File: src/rtl/edge_img_streamer_pkg.sv
// Shared constants, state encoding and pixel-lane slicing for the edge-detection
// chip pixel interface.
package edge_img_streamer_pkg;

    localparam int unsigned BIT_LENGTH   = 5;
    localparam int unsigned IMG_DIM      = 20;
    localparam int unsigned PIX_PER_WORD = 5;
    localparam int unsigned BEATS        = IMG_DIM * IMG_DIM / PIX_PER_WORD;
    localparam int unsigned MEM_W        = PIX_PER_WORD * BIT_LENGTH;
    localparam int unsigned ADDR_W       = 7;

    typedef enum logic [2:0] {
        S_IDLE,
        S_FETCH,
        S_DRAIN,
        S_COLLECT,
        S_FLUSH
    } state_t;

    // LSB of pixel lane p inside a memory word
    function automatic int unsigned lane_lsb(input int unsigned p);
        return p * BIT_LENGTH;
    endfunction

endpackage

File: src/rtl/edge_bit_packer.sv
// Packs the chip's serial edge bits into WORD_W-bit words, first bit in the LSB,
// and emits a trailing partial word on flush.
module edge_bit_packer
    import edge_img_streamer_pkg::*;
#(
    parameter int unsigned WORD_W   = 20,
    parameter int unsigned OUT_BITS = 400
) (
    input  logic              clk,
    input  logic              reset,
    input  logic              clear,
    input  logic              take,
    input  logic              bit_in,
    input  logic              flush,
    output logic [WORD_W-1:0] word,
    output logic              word_valid,
    output logic              last_bit_c,
    output logic              word_full_c
);

    localparam int unsigned POS_W = $clog2(WORD_W);
    localparam int unsigned CNT_W = $clog2(OUT_BITS + 1);

    logic [WORD_W-1:0] sr;
    logic [POS_W-1:0]  pos;
    logic [CNT_W-1:0]  cnt;

    assign last_bit_c  = (cnt == CNT_W'(OUT_BITS - 1));
    assign word_full_c = (pos == POS_W'(WORD_W - 1));

    // The completing bit is merged straight into the emitted word
    always_ff @(posedge clk or posedge reset) begin
        if (reset) begin
            sr         <= '0;
            pos        <= '0;
            cnt        <= '0;
            word       <= '0;
            word_valid <= 1'b0;
        end else begin
            word_valid <= 1'b0;
            if (clear) begin
                sr  <= '0;
                pos <= '0;
                cnt <= '0;
            end else if (flush) begin
                word       <= sr;
                word_valid <= 1'b1;
                sr         <= '0;
                pos        <= '0;
            end else if (take) begin
                cnt <= cnt + CNT_W'(1);
                if (word_full_c) begin
                    word       <= sr | (WORD_W'(bit_in) << pos);
                    word_valid <= 1'b1;
                    sr         <= '0;
                    pos        <= '0;
                end else begin
                    sr[pos] <= bit_in;
                    pos     <= pos + POS_W'(1);
                end
            end
        end
    end

endmodule

File: src/rtl/edge_img_streamer.sv
// Host-side driver: fetches a frame from word memory, streams it to the edge
// chip five pixels per beat, then collects and packs the serial edge result.
module edge_img_streamer
    import edge_img_streamer_pkg::*;
#(
    parameter int unsigned OUT_BITS = 400,
    parameter int unsigned WORD_W   = 20,
    parameter int unsigned TIMEOUT  = 4095
) (
    input  logic                  clk,
    input  logic                  reset,
    input  logic                  start,
    output logic                  mem_rd,
    output logic [ADDR_W-1:0]     mem_addr,
    input  logic [MEM_W-1:0]      mem_data,
    output logic [BIT_LENGTH-1:0] pixel_out0,
    output logic [BIT_LENGTH-1:0] pixel_out1,
    output logic [BIT_LENGTH-1:0] pixel_out2,
    output logic [BIT_LENGTH-1:0] pixel_out3,
    output logic [BIT_LENGTH-1:0] pixel_out4,
    output logic                  load_end,
    input  logic                  edge_in,
    input  logic                  readable_in,
    output logic [WORD_W-1:0]     edge_word,
    output logic                  edge_word_valid,
    output logic                  busy,
    output logic                  done,
    output logic                  timeout_err
);

    localparam int unsigned IDLE_W = $clog2(TIMEOUT + 1);
    localparam logic [ADDR_W-1:0] LAST_ADDR = ADDR_W'(BEATS - 1);

    state_t             state, state_n;
    logic               mem_rd_n, done_n, timeout_err_n;
    logic [ADDR_W-1:0]  mem_addr_n;
    logic [IDLE_W-1:0]  idle_cnt, idle_cnt_n;
    logic               rd_d1, last_d1;
    logic [MEM_W-1:0]   pix_word;
    logic               take_c, last_bit_c, word_full_c;

    assign take_c = (state == S_COLLECT) && readable_in;

    always_ff @(posedge clk or posedge reset) begin
        if (reset) begin
            state       <= S_IDLE;
            mem_rd      <= 1'b0;
            mem_addr    <= '0;
            busy        <= 1'b0;
            done        <= 1'b0;
            timeout_err <= 1'b0;
            idle_cnt    <= '0;
        end else begin
            state       <= state_n;
            mem_rd      <= mem_rd_n;
            mem_addr    <= mem_addr_n;
            busy        <= (state_n != S_IDLE);
            done        <= done_n;
            timeout_err <= timeout_err_n;
            idle_cnt    <= idle_cnt_n;
        end
    end

    always_comb begin
        state_n       = state;
        mem_rd_n      = 1'b0;
        mem_addr_n    = '0;
        done_n        = 1'b0;
        timeout_err_n = timeout_err;
        idle_cnt_n    = idle_cnt;
        case (state)
            S_IDLE: begin
                idle_cnt_n = '0;
                if (start) begin
                    state_n       = S_FETCH;
                    mem_rd_n      = 1'b1;
                    timeout_err_n = 1'b0;
                end
            end
            S_FETCH: begin
                if (mem_addr != LAST_ADDR) begin
                    mem_rd_n   = 1'b1;
                    mem_addr_n = mem_addr + ADDR_W'(1);
                end else begin
                    state_n = S_DRAIN;
                end
            end
            // Wait until the last beat is on the pixel lanes
            S_DRAIN: begin
                if (load_end) begin
                    state_n = S_COLLECT;
                end
            end
            S_COLLECT: begin
                if (take_c) begin
                    idle_cnt_n = '0;
                    if (last_bit_c) begin
                        if (word_full_c) begin
                            state_n = S_IDLE;
                            done_n  = 1'b1;
                        end else begin
                            state_n = S_FLUSH;
                        end
                    end
                end else if (idle_cnt == IDLE_W'(TIMEOUT - 1)) begin
                    timeout_err_n = 1'b1;
                    state_n       = S_IDLE;
                end else begin
                    idle_cnt_n = idle_cnt + IDLE_W'(1);
                end
            end
            S_FLUSH: begin
                done_n  = 1'b1;
                state_n = S_IDLE;
            end
            default: state_n = S_IDLE;
        endcase
    end

    // Memory returns data one cycle after the read; register it onto the lanes
    always_ff @(posedge clk or posedge reset) begin
        if (reset) begin
            rd_d1    <= 1'b0;
            last_d1  <= 1'b0;
            load_end <= 1'b0;
            pix_word <= '0;
        end else begin
            rd_d1    <= mem_rd;
            last_d1  <= mem_rd && (mem_addr == LAST_ADDR);
            load_end <= rd_d1 && last_d1;
            pix_word <= rd_d1 ? mem_data : '0;
        end
    end

    assign pixel_out0 = pix_word[lane_lsb(0) +: BIT_LENGTH];
    assign pixel_out1 = pix_word[lane_lsb(1) +: BIT_LENGTH];
    assign pixel_out2 = pix_word[lane_lsb(2) +: BIT_LENGTH];
    assign pixel_out3 = pix_word[lane_lsb(3) +: BIT_LENGTH];
    assign pixel_out4 = pix_word[lane_lsb(4) +: BIT_LENGTH];

    edge_bit_packer #(
        .WORD_W   (WORD_W),
        .OUT_BITS (OUT_BITS)
    ) u_packer (
        .clk         (clk),
        .reset       (reset),
        .clear       (state == S_IDLE),
        .take        (take_c),
        .bit_in      (edge_in),
        .flush       (state == S_FLUSH),
        .word        (edge_word),
        .word_valid  (edge_word_valid),
        .last_bit_c  (last_bit_c),
        .word_full_c (word_full_c)
    );

endmodule

File: config.mk
export PLATFORM = sky130hd
export DESIGN_NAME = edge_img_streamer
export DESIGN_NICKNAME = d
export VERILOG_FILES = /design/src/rtl/edge_img_streamer_pkg.sv /design/src/rtl/edge_bit_packer.sv /design/src/rtl/edge_img_streamer.sv
export SDC_FILE = /design/constraint.sdc
export NUM_CORES = 1
export LEC_CHECK = 0
export ABC_AREA = 1
export CAP_MARGIN = 15
export CORE_ASPECT_RATIO = 0.9
export CORE_MARGIN = 5
export CORE_UTILIZATION = 40
export DETAILED_ROUTE_END_ITERATION = 8
export PLACE_DENSITY_LB_ADDON = 0.12
export SETUP_SLACK_MARGIN = 0.05
export SLEW_MARGIN = 40
export SYNTH_ARGS = -nofsm -noshare
export SYNTH_HDL_FRONTEND = slang
export SYNTH_SLANG_ARGS = --single-unit
export TNS_END_PERCENT = 10
File: constraint.sdc
create_clock -name clk -period 4.6 [get_ports clk]
set_input_delay 0.69 -clock clk [delete_from_list [all_inputs] [get_ports clk]]
set_output_delay 0.69 -clock clk [all_outputs]
set_load 0.05 [all_outputs]
# Word-level counts from Yosys, hierarchy flattened
# Cells that the tools add are included.
# W data, S select, Z words.
[op_classes]
bitwise_logic = 2
shift = 1
n_lt_le_gt_ge = 2
n_mul = 0
div_mod_pow = 0
n_mux = 45
n_eq_ne = 14
addsub = 4
n_reduce_logical = 15
[ops]
columns = ["op", "count"]
rows = [
  ["$mux W20", 7],
  ["$mux W9", 3],
  ["$mux W25", 1],
  ["$mux W12", 2],
  ["$pmux W12 S2", 1],
  ["$mux W3", 7],
  ["$bwmux W20", 1],
  ["$mux W5", 4],
  ["$or A20 B20 Y20", 1],
  ["$shl A1 B5 Y20", 1],
  ["$mux W7", 2],
  ["$add A12 B1 Y12 const B", 1],
  ["$eq A12 B12 Y1 const B", 1],
  ["$mux W1", 12],
  ["$pmux W3 S4", 1],
  ["$add A9 B1 Y9 const B", 1],
  ["$eq A9 B9 Y1 const B", 1],
  ["$reduce_bool A2 Y1", 4],
  ["$add A7 B1 Y7 const B", 1],
  ["$eq A7 B7 Y1 const B", 1],
  ["$ne A7 B7 Y1 const B", 1],
  ["$eq A3 B2 Y1 const B", 2],
  ["$lt A5 B6 Y1 const B", 1],
  ["$pmux W1 S2", 3],
  ["16 further kinds", 23],
]
[word_totals]
register_bits = 109
wordCells = 99
latch_bits = 0
romBits = 0
memories = 0
ram_bits = 0

# Logic depth before layout (Yosys ltp)
# Gate-level depths: netlist of run 1.
[logic_depth]
depth_word = 9
ltp_mapped = 12
depth_no_buf = 11

# By module
# Synthesis of run 1 repeated with hierarchy kept, for this count alone.
[hier_totals]
cells_unflattened = 690
hier_area_um2 = 5511.5
[by_module_without_submodules]
columns = ["module", "cells_per_inst", "area_each_um2", "instances"]
rows = [
  ["edge_bit_packer", 404, 3125.5, 1],
  ["edge_img_streamer", 286, 2386.0, 1],
]

# Worst setup path after synthesis of run 1
# Ideal clock, no wire load.
[synth_path]
path_kind = "register -> register"
from = "register mem_addr[0]"
to = "register busy"
synth_period_minus_slack_ns = 1.948
t_arrival_ns = 1.820
setup_time_ns = 0.128
required_ns = 4.472
setup_slack_ns = 2.652
stages_incl_launch_ff = 9
cell_sequence = "dfrtp_1 -> ha_1 -> nand2_1 -> nor2_1 -> inv_1 -> o21ai_1 -> nand3_1 -> nor2_1 -> nand3_1"
[synth_between]
elab_chain_cells = 4
[synth_lines]
columns = ["item", "line_no", "text"]
rows = [
  ["start: declaration", "edge_img_streamer.sv:14", "output logic [ADDR_W-1:0] mem_addr,"],
  ["start signal: assignment", "edge_img_streamer.sv:56", "mem_addr <= mem_addr_n;"],
  ["$ne A7 B7 Y1", "edge_img_streamer.sv:81", "if (mem_addr != LAST_ADDR) begin"],
  ["$mux W3", "edge_img_streamer.sv:81", ""],
  ["$pmux W3 S4", "edge_img_streamer.sv:71", "case (state)"],
  ["$reduce_bool A3 Y1", "edge_img_streamer.sv:57", "busy <= (state_n != S_IDLE);"],
  ["end signal: assignment", "edge_img_streamer.sv:57", ""],
  ["end: declaration", "edge_img_streamer.sv:26", "output logic busy,"],
]
# Every way passes these cells.
# A chain may end at the register's enable or synchronous reset.

# Worst setup path in the final report of run 1
[layout_path]
from = "input port readable_in"
to = "register u_packer.sr[18]"
[layout_between]
elab_chain_cells = 2
[layout_lines]
columns = ["item", "line_no", "text"]
rows = [
  ["start: declaration", "edge_img_streamer.sv:23", "input logic readable_in,"],
  ["$logic_and A1 B1 Y1", "edge_img_streamer.sv:42", "assign take_c = (state == S_COLLECT) && readable_in;"],
  ["$reduce_bool A3 Y1 (no line)", "--", ""],
  ["end signal: indexed assignment", "edge_bit_packer.sv:58", "sr[pos] <= bit_in;"],
  ["end: declaration", "edge_bit_packer.sv:24", "logic [WORD_W-1:0] sr;"],
]
# Every way passes these cells.

==> results.toml, run 1 <==
[cts]
cts_num_sinks = 109
postCtsHoldBufs = 0
clockBufferDepth = 2
clock_latency_ns = 0.36
clk_pin_slew_worst_paths_ns = 0.07
post_cts.repair.setup_buffers = 0
htree_levels = 3
cts_buffers = 9
cts_resized = 0
clockRootBuffer = "clkbuf_16"
cts_tree = "built"

[timing]
tightest_slew_ns = 0.735
fin_crit_sh_pct = 51.4
max_freq_ghz = 0.423
slew_violations = 0
fin_crit_ns = 2.37
timing.slew.headroom_pct = 50.9
skew_ns = 0.0138
fin_tns_setup_ns = 0
hold_viol = 0
setup_viol = 0
rsz0062_at_grt = "no"
fin_ws_ns = 2.23

[logic_synthesis]
ys_ff_latch = 109
avgSynthCellArea_um2 = 8.12
syn-instance-count = 624
ys_seq_area_share_pct = 53.8
synth_cell_types = 29
yosysWarnings = 0
netlist_top_cells_area = "dfrtp_1 54%, nand2_1 11%, nor2_1 8.5%, inv_1 6.3%, o21ai_0 4.3%"
netlist_area_mm2 = 0.00507
synth_top_area_share_pct = 53.8
synth_nets = 662
synth_top_area_cell = "dfrtp_1"

[route]
drt_first_pass_iters = 7
wl_per_cell_um = 13.4
ant_nets = 0
finalWirelength_mm = 11.7
drtIter0Drc = 253
via_per_inst = 4.73
drc = 0
num_vias = 4152

[grt]
track_usage_pct = 16.3
grt_max_degree = 86
grt_pass1_wl_mm = 19.7
grt_pass1_vias = 4087
overflow = 0
antenna_found_initial = 0

[place]
place_congestion = 0.853
pre_cts_slack_ns = 1.88
dp_hpwl_mm = 8.37
io_buffer_count = 87

[floorplanning]
die_w_um = 129
die_area_mm2 = 0.0150
start_util_pct = 40.4
boundaryPins = 88
coreArea_mm2 = 0.0125
fp.dieH_um = 117
num_rows = 39

[layout]
final_cell_mix = "145 x nand2_1, 115 x nor2_1, 108 x dfrtp_1, 87 x clkdlybuf4s50_1, 84 x inv_1"
layout.nets = 747
syn_to_final_growth_pct = 26.1
drive_gt1_share_pct = 4.76
fillers = 1188
layout_commonest_cell = "nand2_1"
diodes = 0

[power]
p_leak_uw = 0.00306
p_total_uw = 1940
powerDensity_mw_per_mm2 = 304
vdd_drop_max_mv = 0.213

[job]
max-cap-violations = 0

[critical_path]
crit_chain = "clkdlybuf4s50_1 > nand4_4 > or2_4 > nand2_1 > nor2_1"
start_kind = "input pin"
path_max_fanout = 21
cp_slowest_cell = "clkdlybuf4s50_1"
critPathKind = "input pin to flop"
max_stage_delay_ns = 0.58
cp.arrival_ns = 2.57
required_ns = 4.80
cp-end-kind = "flop"

[hold_path]
min_path_type = "flop to flop"

[outcome]
status = "completed"
cell type report:
class | count | area, um2 | area share, %
Clock buffer | 10 | 229 | 3.58
Multi-Input combinational cell | 415 | 1930 | 30.2
Clock inverter | 6 | 93.8 | 1.47
Tap cell | 164 | 205 | 3.21
Inverter | 86 | 330 | 5.17
Sequential cell | 109 | 2730 | 42.7
Timing Repair Buffer | 88 | 878 | 13.7
stage by stage:
step                util, %  std cells  instance area, um2  hold WS [ns]
detailed placement     48.4        862                6070         0.404
CTS                    51.0        878                6390         0.422
finish                 51.0        878                6390         0.416
floorplan                 -        624                5070         0.413
global route           51.0        878                6390         0.427
global placement       48.4        862                6070         0.407
cells in the mapped netlist:
library cell / n
a21o_1: 1
clkbuf_1: 3
o21ai_0: 44
a21oi_2: 9
nand2_1: 145
o21ai_1: 1
nand4_4: 1
a31oi_1: 1
dfrtp_1: 109
inv_1: 85
o21a_1: 1
buf_2: 6
or2_4: 1
nor3_1: 12
nor3b_1: 1
ha_1: 8
nand2_4: 1
nand4_1: 14
nand3b_1: 2
buf_6: 4
xor2_1: 5
a22o_1: 1
nand2_2: 2
nor2_1: 115
nor2_2: 1
a21oi_1: 13
nand3_1: 36
inv_2: 1
buf_1: 1
state kept, by name, indices dropped and copies added, names as in the netlist:
signal               flops
done                     1
idle_cnt                12
u_packer.sr             20
u_packer.word           20
mem_addr                 7
state                    3
last_d1                  1
timeout_err              1
u_packer.pos             5
u_packer.cnt             9
load_end                 1
u_packer.word_valid      1
rd_d1                    1
busy                     1
pix_word                25
mem_rd                   1
worst max-delay path, delay by kind of cell:
family / cells / cell delay [ns]
buffers and inverters: 1 / 0.58
and+or+nand+nor: 4 / 1.29
kinds of logic after synthesis:
logic type / synth area share (%)
DFF: 53.8
xor gates and xnor gates: 0.864
AOI/OAI and AO/OA: 7.87
buffers and inverters: 8.14
adders and majority gates: 1.97
and+or+nand+nor: 27.3
routing by layer:
metal / share of wire [%] / track usage [%]
met5: 0 / 0
met4: 0.74 / 4.27
met3: 7.7 / 6.40
met2: 47 / 25.6
met1: 44 / 21.3
power breakdown:
group          internal, uW  switching (uW)
Clock                   483             364
Combinational          45.6            77.9
Sequential              969            3.45
worst paths after layout:
kind | start | cells after the start | slack, ns | to
worst max register to register | u_packer.pos[1] | 5 | 2.57 | u_packer.sr[18]
max in group asynchronous | reset | 3 | 3.02 | pix_word[19]
worst max-delay path | readable_in | 5 | 2.23 | u_packer.sr[18]
min in group asynchronous | reset | 2 | 0.81 | mem_addr[3]
worst min register to register | mem_rd | 0 | 0.42 | rd_d1
worst min-delay path | mem_rd | 0 | 0.42 | rd_d1
Note: power is estimated with default switching activity, not from simulation.
==> run 2, diff against run 1 <==
==> constraint.sdc (replaced) <==
create_clock -name clk -period 2.2 [get_ports clk]
set_input_delay 0.33 -clock clk [delete_from_list [all_inputs] [get_ports clk]]
set_output_delay 0.33 -clock clk [all_outputs]
set_load 0.05 [all_outputs]
==> results.toml, run 2 (synthesis results as in run 1) <==
[outcome]
status = "completed"

[grt]
grt_pass1_wl_mm = 19.2
overflow = 0
grt_max_degree = 110
track_usage_pct = 16.1
grt_pass1_vias = 3998
antenna_found_initial = 0

[route]
ant_nets = 0
finalWirelength_mm = 11.5
drc = 0
drtIter0Drc = 216
num_vias = 4225
wl_per_cell_um = 13.0
via_per_inst = 4.77
drt_first_pass_iters = 5

[timing]
fin_crit_ns = 1.95
skew_ns = 0.00576
hold_viol = 0
fin_crit_sh_pct = 88.5
timing.slew.headroom_pct = 61.3
fin_tns_setup_ns = 0
whs_ns = 0.414
slew_violations = 0
setup_viol = 0
max_freq_ghz = 0.514
tightest_slew_ns = 0.580
rsz0062_at_grt = "no"

[layout]
syn_to_final_growth_pct = 27.5
top_register = "pix_word"
diodes = 0
drive_gt1_share_pct = 5.69
final_cell_mix = "145 x nand2_1, 115 x nor2_1, 108 x dfrtp_1, 87 x clkdlybuf4s50_1, 84 x inv_1"
largest_reg_flops = 25
layout.nets = 754
fillers = 1192
largest_registers = "pix_word (25), u_packer.sr (20), u_packer.word (20)"
layout_commonest_cell = "nand2_1"

[hold_path]
hp-start = "mem_rd"
holdPathStages = 0
min_path_type = "flop to flop"
holdPathEnd = "rd_d1"

[critical_path]
cp_slowest_cell = "clkdlybuf4s50_1"
max_stage_delay_ns = 0.85
cp.arrival_ns = 1.62
crit_chain = "clkdlybuf4s50_1"
r2r_slack_ns = 0.36
critPathTopFamily = "buffers and inverters"
cp-end-kind = "output port"
required_ns = 1.87
start_kind = "flop"
cp_num_buf_inv = 1
reg2reg_depth = 9
rr_endpoint = "idle_cnt[8]"
reg2reg_from = "idle_cnt[0]"
critPathKind = "flop to output port"
path_max_fanout = 5

[floorplanning]
boundaryPins = 88
die_area_mm2 = 0.0150
die_w_um = 129
num_rows = 39
coreArea_mm2 = 0.0125
start_util_pct = 40.4
fp.dieH_um = 117

[place]
place_congestion = 0.877
io_buffer_count = 87
dp_hpwl_mm = 8.30

[cts]
clock_latency_ns = 0.36
clockRootBuffer = "clkbuf_16"
cts_resized = 0
cts_buffers = 9
htree_levels = 3
clk_pin_slew_worst_paths_ns = 0.07
clockBufferDepth = 2
cts_num_sinks = 109
cts_tree = "built"
post_cts.repair.setup_buffers = 0
postCtsHoldBufs = 0

[power]
vdd_drop_max_mv = 0.409
p_leak_uw = 0.00310
powerDensity_mw_per_mm2 = 623

[job]
max-cap-violations = 0
==> run 2: per-layer routing <==
metal / global-route usage (%) / routed length (um)
met1: 21.2 / 5210
met2: 25.0 / 5360
met4: 4.62 / 134
met3: 6.03 / 809
met5: 0 / 0
==> run 2: through the flow <==
stage / setup slack, ns / utilization (%) / cells / power [uW] / instance area (um2)
final: 0.254 / 51.5 / 885 / 4030 / 6460
after global routing: 0.0996 / 51.5 / 885 / 4180 / 6460
after CTS: 0.240 / 51.5 / 885 / 4090 / 6460
after detailed placement: 0.194 / 49.0 / 869 / 2340 / 6140
after global placement: 0.212 / 49.0 / 869 / 2340 / 6140
after floorplan: 0.252 / - / 624 / 2210 / 5070
==> run 2: layout make-up <==
class                      count  area (um2)  share of cell area, %
sequential                   109        2730                   42.2
multi-input combinational    415        1930                   29.9
clock inverter                 6        87.6                   1.36
tap                          164         205                   3.18
timing repair buffer          95         956                   14.8
clock buffer                  10         229                   3.54
inverter                      86         327                   5.05
==> run 2: power by group <==
part	switching (uW)	total (uW)	internal [uW]
combinational	161	258	97.4
sequential	8.06	2030	2030
clock	737	1740	998
==> run 2: how the worst max path moves through the flow <==
stage / start / to / slack [ns] / cells past startpoint
floorplan: mem_addr[0] / busy / 0.25 / 8
global placement: readable_in / u_packer.sr[0] / 0.21 / 8
detailed placement: readable_in / u_packer.sr[5] / 0.19 / 6
CTS: mem_addr[6] / mem_addr[6] / 0.24 / 1
global route: idle_cnt[0] / idle_cnt[0] / 0.1 / 10
finish: mem_addr[4] / mem_addr[4] / 0.25 / 1
==> run 3, diff against run 2 <==
--- a/config.mk
+++ b/config.mk
@@ -6,7 +6,7 @@
 export NUM_CORES = 1
 export LEC_CHECK = 0
 export ABC_AREA = 1
-export CAP_MARGIN = 15
+export CAP_MARGIN = 20
 export CORE_ASPECT_RATIO = 0.9
 export CORE_MARGIN = 5
 export CORE_UTILIZATION = 40
==> results of run 3 <==
The final DEF is identical to that of run 2; final timing and power are the same.
